===== src/rtl/video_pkg.sv =====
// rtl/video_pkg.sv - shared state encoding and default widths for the video capture sequencer
package video_pkg;

    localparam int C_COUNT_WIDTH_DEFAULT = 12;
    localparam int C_FRAME_WIDTH_DEFAULT = 8;

    typedef enum logic [1:0] {
        ST_IDLE    = 2'd0,
        ST_ARMED   = 2'd1,
        ST_CAPTURE = 2'd2
    } seq_state_t;

endpackage


===== src/rtl/video_sync_edge_detect.sv =====
// rtl/video_sync_edge_detect.sv - falling-edge detection on hsync, vsync and data enable
// Ports:
//   i_Clk, i_nRst            pixel clock, synchronous active-low reset
//   i_nHSync, i_nVSync       active-low syncs
//   i_DataEnable             active-video qualifier
//   o_HFall, o_VFall         sync assertion edges (combinational, current cycle)
//   o_DeFall                 end of an active run
module video_sync_edge_detect (
    input  logic i_Clk,
    input  logic i_nRst,
    input  logic i_nHSync,
    input  logic i_nVSync,
    input  logic i_DataEnable,
    output logic o_HFall,
    output logic o_VFall,
    output logic o_DeFall
);

    logic prev_h;
    logic prev_v;
    logic prev_de;

    // Sync copies come out of reset deasserted (high) so the first live cycle
    // only reports an edge if the sync really is asserted; DE copy starts low
    // so no end-of-line is reported before any active video was seen.
    always_ff @(posedge i_Clk) begin
        if (!i_nRst) begin
            prev_h  <= 1'b1;
            prev_v  <= 1'b1;
            prev_de <= 1'b0;
        end else begin
            prev_h  <= i_nHSync;
            prev_v  <= i_nVSync;
            prev_de <= i_DataEnable;
        end
    end

    assign o_HFall  = !i_nHSync & prev_h;
    assign o_VFall  = !i_nVSync & prev_v;
    assign o_DeFall = !i_DataEnable & prev_de;

endmodule


===== src/rtl/video_capture_sequencer.sv =====
// rtl/video_capture_sequencer.sv - gates the video logger enable for N whole frames
// Ports:
//   i_Clk, i_nRst            pixel clock, synchronous active-low reset
//   i_Start, i_Abort         capture request / cancel
//   i_FrameCount             frames to capture, latched when a start is accepted
//   i_nHSync, i_nVSync       active-low syncs
//   i_DataEnable             active-video qualifier
//   o_OutputEnable           logger enable (CAPTURE and DE, zero latency)
//   o_PixelX, o_PixelY       active pixel / line coordinates, saturating
//   o_FrameIndex             0-based frame number within the capture
//   o_Busy                   any state other than IDLE
//   o_Done, o_Aborted        one-cycle completion / cancel pulses
module video_capture_sequencer
    import video_pkg::*;
#(
    parameter int C_COUNT_WIDTH = C_COUNT_WIDTH_DEFAULT,
    parameter int C_FRAME_WIDTH = C_FRAME_WIDTH_DEFAULT
) (
    input  logic                     i_Clk,
    input  logic                     i_nRst,
    input  logic                     i_Start,
    input  logic                     i_Abort,
    input  logic [C_FRAME_WIDTH-1:0] i_FrameCount,
    input  logic                     i_nHSync,
    input  logic                     i_nVSync,
    input  logic                     i_DataEnable,
    output logic                     o_OutputEnable,
    output logic [C_COUNT_WIDTH-1:0] o_PixelX,
    output logic [C_COUNT_WIDTH-1:0] o_PixelY,
    output logic [C_FRAME_WIDTH-1:0] o_FrameIndex,
    output logic                     o_Busy,
    output logic                     o_Done,
    output logic                     o_Aborted
);

    localparam logic [C_COUNT_WIDTH-1:0] C_COUNT_MAX = '1;

    logic h_fall;
    logic v_fall;
    logic de_fall;

    seq_state_t               state_q, state_n;
    logic [C_FRAME_WIDTH-1:0] count_q, count_n;
    logic [C_FRAME_WIDTH-1:0] frame_q, frame_n;
    logic [C_COUNT_WIDTH-1:0] x_q, x_n;
    logic [C_COUNT_WIDTH-1:0] y_q, y_n;
    logic                     done_q, done_n;
    logic                     aborted_q, aborted_n;

    video_sync_edge_detect u_edge (
        .i_Clk        (i_Clk),
        .i_nRst       (i_nRst),
        .i_nHSync     (i_nHSync),
        .i_nVSync     (i_nVSync),
        .i_DataEnable (i_DataEnable),
        .o_HFall      (h_fall),
        .o_VFall      (v_fall),
        .o_DeFall     (de_fall)
    );

    always_ff @(posedge i_Clk) begin
        if (!i_nRst) begin
            state_q   <= ST_IDLE;
            count_q   <= '0;
            frame_q   <= '0;
            x_q       <= '0;
            y_q       <= '0;
            done_q    <= 1'b0;
            aborted_q <= 1'b0;
        end else begin
            state_q   <= state_n;
            count_q   <= count_n;
            frame_q   <= frame_n;
            x_q       <= x_n;
            y_q       <= y_n;
            done_q    <= done_n;
            aborted_q <= aborted_n;
        end
    end

    always_comb begin
        state_n   = state_q;
        count_n   = count_q;
        frame_n   = frame_q;
        x_n       = x_q;
        y_n       = y_q;
        done_n    = 1'b0;
        aborted_n = 1'b0;

        case (state_q)
            ST_IDLE: begin
                // A zero-length request completes immediately without arming.
                if (i_Start && !i_Abort) begin
                    if (i_FrameCount == '0) begin
                        done_n = 1'b1;
                    end else begin
                        count_n = i_FrameCount;
                        state_n = ST_ARMED;
                    end
                end
            end

            ST_ARMED: begin
                if (i_Abort) begin
                    state_n   = ST_IDLE;
                    aborted_n = 1'b1;
                end else if (v_fall) begin
                    state_n = ST_CAPTURE;
                    frame_n = '0;
                    x_n     = '0;
                    y_n     = '0;
                end
            end

            ST_CAPTURE: begin
                if (i_Abort) begin
                    state_n   = ST_IDLE;
                    aborted_n = 1'b1;
                end else if (v_fall) begin
                    // Frame boundary: either the last frame just ended or the next one starts.
                    if (frame_q == count_q - 1'b1) begin
                        state_n = ST_IDLE;
                        done_n  = 1'b1;
                    end else begin
                        frame_n = frame_q + 1'b1;
                        x_n     = '0;
                        y_n     = '0;
                    end
                end else begin
                    if (h_fall) begin
                        x_n = '0;
                    end else if (i_DataEnable && (x_q != C_COUNT_MAX)) begin
                        x_n = x_q + 1'b1;
                    end
                    if (de_fall && (y_q != C_COUNT_MAX)) begin
                        y_n = y_q + 1'b1;
                    end
                end
            end

            default: begin
                state_n = ST_IDLE;
            end
        endcase
    end

    // Combinational so the enable lines up with the pixel the logger samples this cycle.
    assign o_OutputEnable = (state_q == ST_CAPTURE) & i_DataEnable;
    assign o_Busy         = (state_q != ST_IDLE);
    assign o_PixelX       = x_q;
    assign o_PixelY       = y_q;
    assign o_FrameIndex   = frame_q;
    assign o_Done         = done_q;
    assign o_Aborted      = aborted_q;

endmodule


===== config.mk =====
export PLATFORM = sky130hd
export DESIGN_NAME = video_capture_sequencer
export DESIGN_NICKNAME = d
export VERILOG_FILES = /design/src/rtl/video_pkg.sv /design/src/rtl/video_sync_edge_detect.sv /design/src/rtl/video_capture_sequencer.sv
export SDC_FILE = /design/constraint.sdc
export NUM_CORES = 1
export LEC_CHECK = 0
export BUFFER_PORTS_ARGS = -buffer_cell sky130_fd_sc_hd__buf_2
export CORE_ASPECT_RATIO = 0.8
export CORE_MARGIN = 10
export CORE_UTILIZATION = 42
export CTS_CLUSTER_SIZE = 40
export DETAILED_ROUTE_END_ITERATION = 6
export GPL_TIMING_DRIVEN = 0
export PLACE_DENSITY = 0.62
export SYNTH_ARGS = -nofsm -noshare
export SYNTH_HDL_FRONTEND = slang
export SYNTH_SLANG_ARGS = --single-unit

===== constraint.sdc =====
create_clock -name i_Clk -period 2.3 [get_ports i_Clk]
set_clock_uncertainty 0.1 [all_clocks]
set_input_delay 0.23 -clock i_Clk [delete_from_list [all_inputs] [get_ports i_Clk]]
set_output_delay 0.23 -clock i_Clk [all_outputs]
set_load 0.05 [all_outputs]

==> Word-level counts from Yosys, hierarchy flattened <==
Cells that the tools add are included.
Widths: inputs -> output; s select.
{ "classes": {"add_sub_neg": 4, "eq_ne": 18, "n_mux": 33, "bitwise_logic": 5, "reduce_logical": 18} }
{ "op_table": {"columns": ["op", "count"], "rows": [
  ["$mux 12", 10],
  ["$pmux 12 s2", 2],
  ["$mux 8", 5],
  ["$add 12x1->12 const B", 2],
  ["$ne 12x12->1 const B", 2],
  ["$reduce_and 6->1", 3],
  ["$pmux 8 s2", 1],
  ["$mux 2", 7],
  ["$ne 2x2->1 const B", 5],
  ["$ne 3x2->1 const B", 3],
  ["$add 8x1->8 const B", 1],
  ["$eq 8x8->1", 1],
  ["$logic_not 8->1", 1],
  ["$sub 8x1->8 const B", 1],
  ["$mux 1", 6],
  ["$ne 3x3->1 const B", 2],
  ["$pmux 2 s3", 1],
  ["$reduce_and 5->1", 1],
  ["$and 1x1->1", 4],
  ["$logic_not 1->1", 4],
  ["$ne 2x1->1 const B", 2],
  ["$ne 4x3->1 const B", 1],
  ["$reduce_bool 2->1", 2],
  ["$logic_and 1x1->1", 3],
  ["other kinds (8)", 8]
]} }
{ "word_totals": {"register_bits": 47, "in_bits": 15, "output_inout_bits": 36, "wordCells": 88} }

==> Depth between registers and ports, before layout <==
Gate-level depths: netlist (run 1).
{ "depth": {"word_depth": 7, "depth_mapped": 12, "ltp_nobuf": 9} }

==> Hierarchy <==
A second synthesis (run 1) with hierarchy kept.
{ "unflattened": {"cells_unflattened": 350, "hier_area_um2": 2762.6} }
{ "modules_own_cells": {"columns": ["mod", "n_inst", "cells_each", "area_per_inst_um2", "seq_area_each_um2"], "rows": [
  ["video_capture_sequencer", 1, 341, 2661.3, 880.8],
  ["video_sync_edge_detect", 1, 9, 101.3, 60.1]
]} }

==> Worst setup path after synthesis (run 1) <==
OpenSTA, ideal clock, no wires.
{ "synth_timing": {"path_type": "register to register", "startpoint": "register count_q[0]", "endpoint": "register frame_q[6] (netlist: o_FrameIndex[6])", "setup_ns": 0.115, "t_arrival_ns": 2.201, "required_ns": 2.085, "slack_ns": -0.116, "path_stages_with_launch": 13, "n_path_buf": 3, "synth_period_minus_slack_ns": 2.416, "path_cell_list": "dfxtp_1 buf_6 inv_1 ha_1 buf_2 nor2b_1 or3_1 a31oi_4 nand3_2 o21ai_4 buf_6 nor4_1 o21a_1"} }
{ "synth_between": {"elab_chain_len": 4} }
{ "synth_rtl": {"columns": ["element", "line_no", "source"], "rows": [
  ["from (decl)", "video_capture_sequencer.sv:43", "logic [C_FRAME_WIDTH-1:0] count_q, count_n;"],
  ["from (signal assigned)", "video_capture_sequencer.sv:72", "count_q <= count_n;"],
  ["$sub 8x1->8", "video_capture_sequencer.sv:121", "if (frame_q == count_q - 1'b1) begin"],
  ["$eq 8x8->1", "video_capture_sequencer.sv:121", null],
  ["$ne 2x2->1 (no source line)", null, null],
  ["$reduce_and 6->1 (no source line)", null, null],
  ["to (signal assigned)", "video_capture_sequencer.sv:73", "frame_q <= frame_n;"],
  ["to (decl)", "video_capture_sequencer.sv:44", "logic [C_FRAME_WIDTH-1:0] frame_q, frame_n;"]
]} }
Every way passes these cells.
A chain may end at the register's enable or synchronous reset.

==> Final worst setup path (run 1) <==
{ "layout_timing": {"startpoint": "register count_q[0]", "endpoint": "register frame_q[5] (netlist: o_FrameIndex[5])"} }
The elaborated chain is that of the path after synthesis.

==> impl_metrics.yaml, run 1 <==
synth:
  synth_ff_type: "dfxtp_1"
  yosys.area_share.xor_xnor: 0.03143
  syn_inst: 336
  muxShareOfSynthArea: 0.02874
  yosys_warnings: 0
  synth_edf_count: 0
  synth_compound_area_frac: 0.2268
  synthAdderAreaFrac: 0.03143
  syn_nets: 358
  async_flop_share: 0
  synth_area_leader_cell: "dfxtp_1"
  yosys.cell_types.count: 58
  yosysSeqAreaShare: 0.3377
  synth_most_common_cell: "dfxtp_1"
  synth_top_area_share: 0.3377
  synth_top_family_by_area: "simple AND/OR/NAND/NOR gates"
  synth_common_cells: "dfxtp_1 (47), nor2_1 (30), a21oi_1 (29)"
  syn_avg_cell_area_sq_um: 8.293
  yosys.area_share.simple: 0.2973
  ys_top_cells_by_area: "dfxtp_1 (34%), a21oi_1 (5.2%), o21ai_0 (4.1%)"
  ys_ff_latch: 47
  syn_area_sq_um: 2786
finish:
  diodes: 0
  area_growth_pct: 28.96
  fin_nets: 429
  nFillCells: 618
  stdcell_area_sq_um: 3593
  seqCellArea_sq_um: 957.2
  drive_above_1_share: 0.3676
  final_cells: 492
  multi_input_area_sq_um: 1922
global_routing:
  grt_use_met2: 0.2176
  grt_pass1_vias: 2574
  grt_usage: 0.1443
  top_usage_layer: "met2"
  grt-ovfl-total: 0
  grt_max_degree: 14
  grt_pass1_wl_um: 12710
  antenna_found_initial: 0
  met1_usage: 0.1986
  grt_util_met3: 0.03804
timing:
  period_share: 1.009
  slew_violations: 0
  min_period_ns: 2.320
  worst_slew_pin_slew_ns: 0.6918
  worst_slack_ns: -0.02028
  hold_viol_final: 0
  rsz0062_at_grt: "true"
  max_freq_mhz: 431.0
  relSlewSlack: 0.5388
  setup_viol: 4
worst_setup_path:
  crit_path_cell_trace: "buf_6 > or2_4 > nor4_4 > xnor2_2 > nand3_4 > o21ai_4 > buf_12 > or4_1 > a21oi_1"
  worstPathArrival_ns: 2.45
  r2r_slack_ns: -0.02
  crit_path_end_kind: "flop"
  critPathKind: "flop to flop"
  slowest_stage: "or4_1"
  regToRegEndpoint: "o_FrameIndex[5]"
  start_kind: "flop"
  crit_required_ns: 2.43
  crit_path_max_fanout: 6
  rr_worst_depth: 9
  slowest_delay_ns: 0.49
  r2r-start: "count_q[0]"
detailed_routing:
  wire_per_inst_um: 16.52
  first_iter_violations: 113
  viasPerCell: 5.728
  drc: 0
  drt_wl_total_um: 8130
  first_pass_iters: 4
  vias: 2818
  ant_nets: 0
placement:
  place_inst: 469
  placed_cell_area_sq_um: 3179
  gp_congestion: 0.7788
  dpl.hpwl_um: 5650
  portBuffers: 49
floorplanning:
  floorplan.initialDensity: 0.4348
  rows: 26
  die_y_um: 92.85
  die_w_um: 111.1
  io_pins: 51
  placeableCoreArea_sq_um: 6409
  dieArea_sq_um: 10310
clock_tree:
  cts_buffers: 5
  holdBufCountCts: 0
  cts_num_sinks: 47
  root_buffer: "clkbuf_8"
  clock_latency_ns: 0.31
  htree_levels: 2
  clk_pin_slew_ns: 0.09
  cts_buffer_depth: 2
  cts_tree: "built"
worst_hold_path:
  hp-class: "input pin to flop"
  holdPathStages: 2
  hold_end: "u_edge.prev_h"
  hold_start: "i_nHSync"
pwr:
  power_leakage_nw: 1.326
  power.density_nw_per_um2: 486.2
  ir_drop_mv: 0.2228
  p_total_mw: 1.747
outcome:
  status: "finished with violations"
  violations: "setup timing"
job:
  drv_cap: 0
-- where the power goes --
group	internal, mW	leakage [nW]	switching [mW]
Sequential	0.827	0.385	0.0223
Combinational	0.170	0.898	0.232
Clock	0.214	0.0422	0.281
Total	1.21	1.33	0.536
-- metrics by stage --
stage	worst slack [ns]	hold slack, ns	util	TNS, ns
after floorplan	0.001594	0.2030	-	0
after global placement	-0.1854	0.3229	0.4961	-3.824
after detailed placement	-0.2419	0.3420	0.4961	-5.098
after CTS	0.002801	0.01109	0.5293	0
after global routing	-0.1089	0.02782	0.5607	-1.728
final	-0.02028	0.01208	0.5607	-0.05337
-- cells in the final DEF (no fill, tap or decap), types with 3 or more instances in the layout --
cell type and instances:
or4_1 6, xor2_1 3, nor2b_1 4, and2_1 4, o21ai_2 3, o21ai_0 17
clkbuf_1 7, nor2_2 5, dfxtp_2 7, nand3_1 12, a21oi_2 10, nor4_2 3
o31ai_1 8, mux2i_1 8, nand2_1 23, ha_1 5, nand4_1 12, o211ai_1 5
o21ai_1 6, nand2b_1 4, or4_4 4, a21oi_1 19, buf_4 12, dfxtp_1 38
o21a_1 4, xnor2_1 6, buf_6 7, nor4_1 4, buf_2 51, and3_1 4
inv_1 9, a31oi_1 3, or3_1 8, o21ai_4 4, clkbuf_8 5, nor2_1 25
nor3_2 3
-- registers in the layout, indices dropped and copies added (netlist names) --
name and cells:
o_PixelY 12, state_q 2, o_Done 1, o_Aborted 1, o_PixelX 12, count_q 8
u_edge.prev_v 1, u_edge.prev_de 1, u_edge.prev_h 1, o_FrameIndex 8
-- cells by family after synthesis --
| logic type | count (synthesis) |
|---|---|
| flops | 47 |
| buf+inv | 25 |
| fa+ha+maj | 7 |
| compound gates | 95 |
| simple gates | 144 |
| mux | 8 |
| xor+xnor | 10 |
-- area by class of cell --
cell class	instances	share of cell area
Clock inverter	1	0.001393
Timing Repair Buffer	67	0.1153
Clock buffer	7	0.02124
Inverter	12	0.01253
Buffer	10	0.01915
Multi-Input combinational cell	264	0.5348
Tap cell	84	0.02925
Sequential cell	47	0.2664
-- per-layer routing --
layer	share of wire	up-vias
met2	0.44	71
met3	0.065	4
met1	0.48	1353
met5	0	-
li1	-	1390
met4	0.0054	0
-- repair_timing --
item / in CTS / in global routing
hold endpoints to repair: 0 / 0
cloned: 1 / 1
buffers inserted: 10 / 6
pin swaps: 10 / 18
setup endpoints to repair: 35 / 32
resized for setup: 18 / 37
-- critical path: cells and delay by family, from the launching register on --
kind	cells	cell delay [ns]
AO/OA/AOI/OAI	2	0.24
buffers and inverters	2	0.27
flip-flops	1	0.36
XOR/XNOR	1	0.17
AND/OR/NAND/NOR	4	1.11
-- how the worst max path moves through the flow --
stage,startpoint,to,cells after the start
2_1_floorplan,count_q[0],o_PixelY[3],12
3_3_place_gp,count_q[0],o_PixelY[10],12
3_5_place_dp,count_q[0],o_PixelY[3],12
4_1_cts,count_q[0],o_FrameIndex[6],10
5_1_grt,count_q[0],o_FrameIndex[6],10
6_report,count_q[0],o_FrameIndex[5],9
Note: power is estimated with default switching activity, not from simulation.
==> inputs of run 2 (changes only) <==
--- a/config.mk
+++ b/config.mk
@@ -12,6 +12,7 @@
 export CTS_CLUSTER_SIZE = 40
 export DETAILED_ROUTE_END_ITERATION = 6
 export GPL_TIMING_DRIVEN = 0
+export MAX_ROUTING_LAYER = met4
 export PLACE_DENSITY = 0.62
 export SYNTH_ARGS = -nofsm -noshare
 export SYNTH_HDL_FRONTEND = slang
==> impl_metrics.yaml, run 2 (synthesis gave the netlist of run 1 again) <==
finish:
  drive_above_1_share: 0.3676
  mostFrequentLayoutCell: "buf_2"
  multi_input_area_sq_um: 1922
  post-route-util: 0.5607
  seqCellArea_sq_um: 957.2
  fin_nets: 429
  final_cell_mix: "buf_2 (51), dfxtp_1 (38), nor2_1 (25), nand2_1 (23), a21oi_1 (19)"
  nFillCells: 618
  stdcell_area_sq_um: 3593
  area_growth_pct: 28.96
  diodes: 0
pwr:
  power.density_nw_per_um2: 485.7
  sequentialPowerShare: 0.487
  p_int_mw: 1.211
  ir_drop_mv: 0.2227
  p_switching_mw: 0.5340
  power_leakage_nw: 1.326
  power_frac_comb: 0.230
  power_frac_clock: 0.283
  p_sw_frac: 0.3060
worst_setup_path:
  critPathBufInv: 2
  critical_path.endpoint: "o_FrameIndex[5]"
  crit_required_ns: 2.43
  crit_path_end_kind: "flop"
  start_kind: "flop"
  r2r-start: "count_q[0]"
  cp-startpoint: "count_q[0]"
  slowest_stage: "or4_1"
  crit_path_cell_trace: "buf_6 > or2_4 > nor4_4 > xnor2_2 > nand3_4 > o21ai_4 > buf_12 > or4_1 > a21oi_1"
  cpLargestDelayFamily: "simple AND/OR/NAND/NOR gates"
  regToRegEndpoint: "o_FrameIndex[5]"
  worstPathArrival_ns: 2.45
  critPathKind: "flop to flop"
  cp.depth: 9
  r2r_slack_ns: -0.02
  rr_worst_depth: 9
  slowest_delay_ns: 0.49
  crit_path_max_fanout: 6
placement:
  gp_congestion: 0.7895
  dpl.hpwl_um: 5650
  placed_cell_area_sq_um: 3179
  portBuffers: 49
detailed_routing:
  wire_per_inst_um: 16.49
  viasPerCell: 5.748
  vias: 2828
  first_iter_violations: 144
  drc: 0
  first_pass_iters: 5
  drt_wl_total_um: 8111
  ant_nets: 0
timing:
  relSlewSlack: 0.5554
  hold_viol_final: 0
  min_period_ns: 2.321
  worst_slack_ns: -0.02114
  setup_viol: 4
  rsz0062_at_grt: "true"
  period_share: 1.009
  slew_violations: 0
  worst_slew_pin_slew_ns: 0.6670
  max_freq_mhz: 430.8
global_routing:
  top_usage_layer: "met2"
  grt_util_met3: 0.03224
  antenna_found_initial: 0
  grt_use_met2: 0.2176
  grt_usage: 0.1487
  grt_pass1_vias: 2573
  met1_usage: 0.2023
  grt_max_degree: 14
  grt_pass1_wl_um: 12720
  grt-ovfl-total: 0
clock_tree:
  clk_pin_slew_ns: 0.09
  holdBufCountCts: 0
  clock_latency_ns: 0.30
  cts_tree: "built"
  cts_num_sinks: 47
  cts_buffer_depth: 2
  root_buffer: "clkbuf_8"
  cts_buffers: 5
  htree_levels: 2
floorplanning:
  dieArea_sq_um: 10310
  die_y_um: 92.85
  rows: 26
  floorplan.initialDensity: 0.4348
  io_pins: 51
  die_w_um: 111.1
  placeableCoreArea_sq_um: 6409
outcome:
  violations: "setup timing"
  status: "finished with violations"
job:
  drv_cap: 0
worst_hold_path:
  hp-class: "input pin to flop"
[run 2: metal layers]
layer	wire length, um	share of wire	vias up
li1	-	-	1390
met1	3954	0.49	1357
met2	3637	0.45	77
met3	476	0.059	4
met4	44	0.0054	0
met5	0	0	-
[run 2: stage by stage]
stage / setup TNS, ns / instances / setup WS, ns / power, mW / hold slack, ns
floorplan: 0 / 336 / 0.001594 / 1.105 / 0.2030
global placement: -3.824 / 469 / -0.1854 / 1.182 / 0.3229
detailed placement: -5.098 / 469 / -0.2419 / 1.184 / 0.3420
CTS: 0 / 486 / 0.002801 / 1.726 / 0.01109
global route: -1.726 / 492 / -0.1089 / 1.821 / 0.02783
finish: -0.05870 / 492 / -0.02114 / 1.745 / 0.01520
[run 2: area by class of cell]
type                    instances  area share
multi-input cells             264      0.5348
flip-flops and latches         47      0.2664
repair buffers                 67      0.1153
well taps                      84     0.02925
clock buffers                   7     0.02124
plain buffers                  10     0.01915
inverters                      12     0.01253
clock inverters                 1    0.001393
[run 2: power groups by stage]
stage | clock [mW] | sequential [mW] | combinational [mW]
floorplan | 0 | 0.873 | 0.233
global placement | 0 | 0.868 | 0.314
detailed placement | 0 | 0.868 | 0.316
CTS | 0.512 | 0.850 | 0.363
global route | 0.536 | 0.853 | 0.432
finish | 0.494 | 0.850 | 0.401
[run 2: repair_timing]
item | 4_1_cts | 5_1_grt
resized for setup | 18 | 37
setup endpoints to repair | 35 | 32
setup buffers | 10 | 6
gates cloned | 1 | 1
pin swaps | 10 | 18
[run 2: how the worst min path moves through the flow]
| stage | from | to | slack (ns) | depth (start not counted) |
|---|---|---|---|---|
| after CTS | i_nHSync | u_edge.prev_h | 0.01 | 2 |
| after detailed placement | i_nHSync | u_edge.prev_h | 0.34 | 2 |
| after floorplan | i_nRst | u_edge.prev_h | 0.20 | 1 |
| final | i_nHSync | u_edge.prev_h | 0.02 | 2 |
| after global routing | i_nHSync | u_edge.prev_h | 0.03 | 2 |
| after global placement | i_nHSync | u_edge.prev_h | 0.32 | 2 |
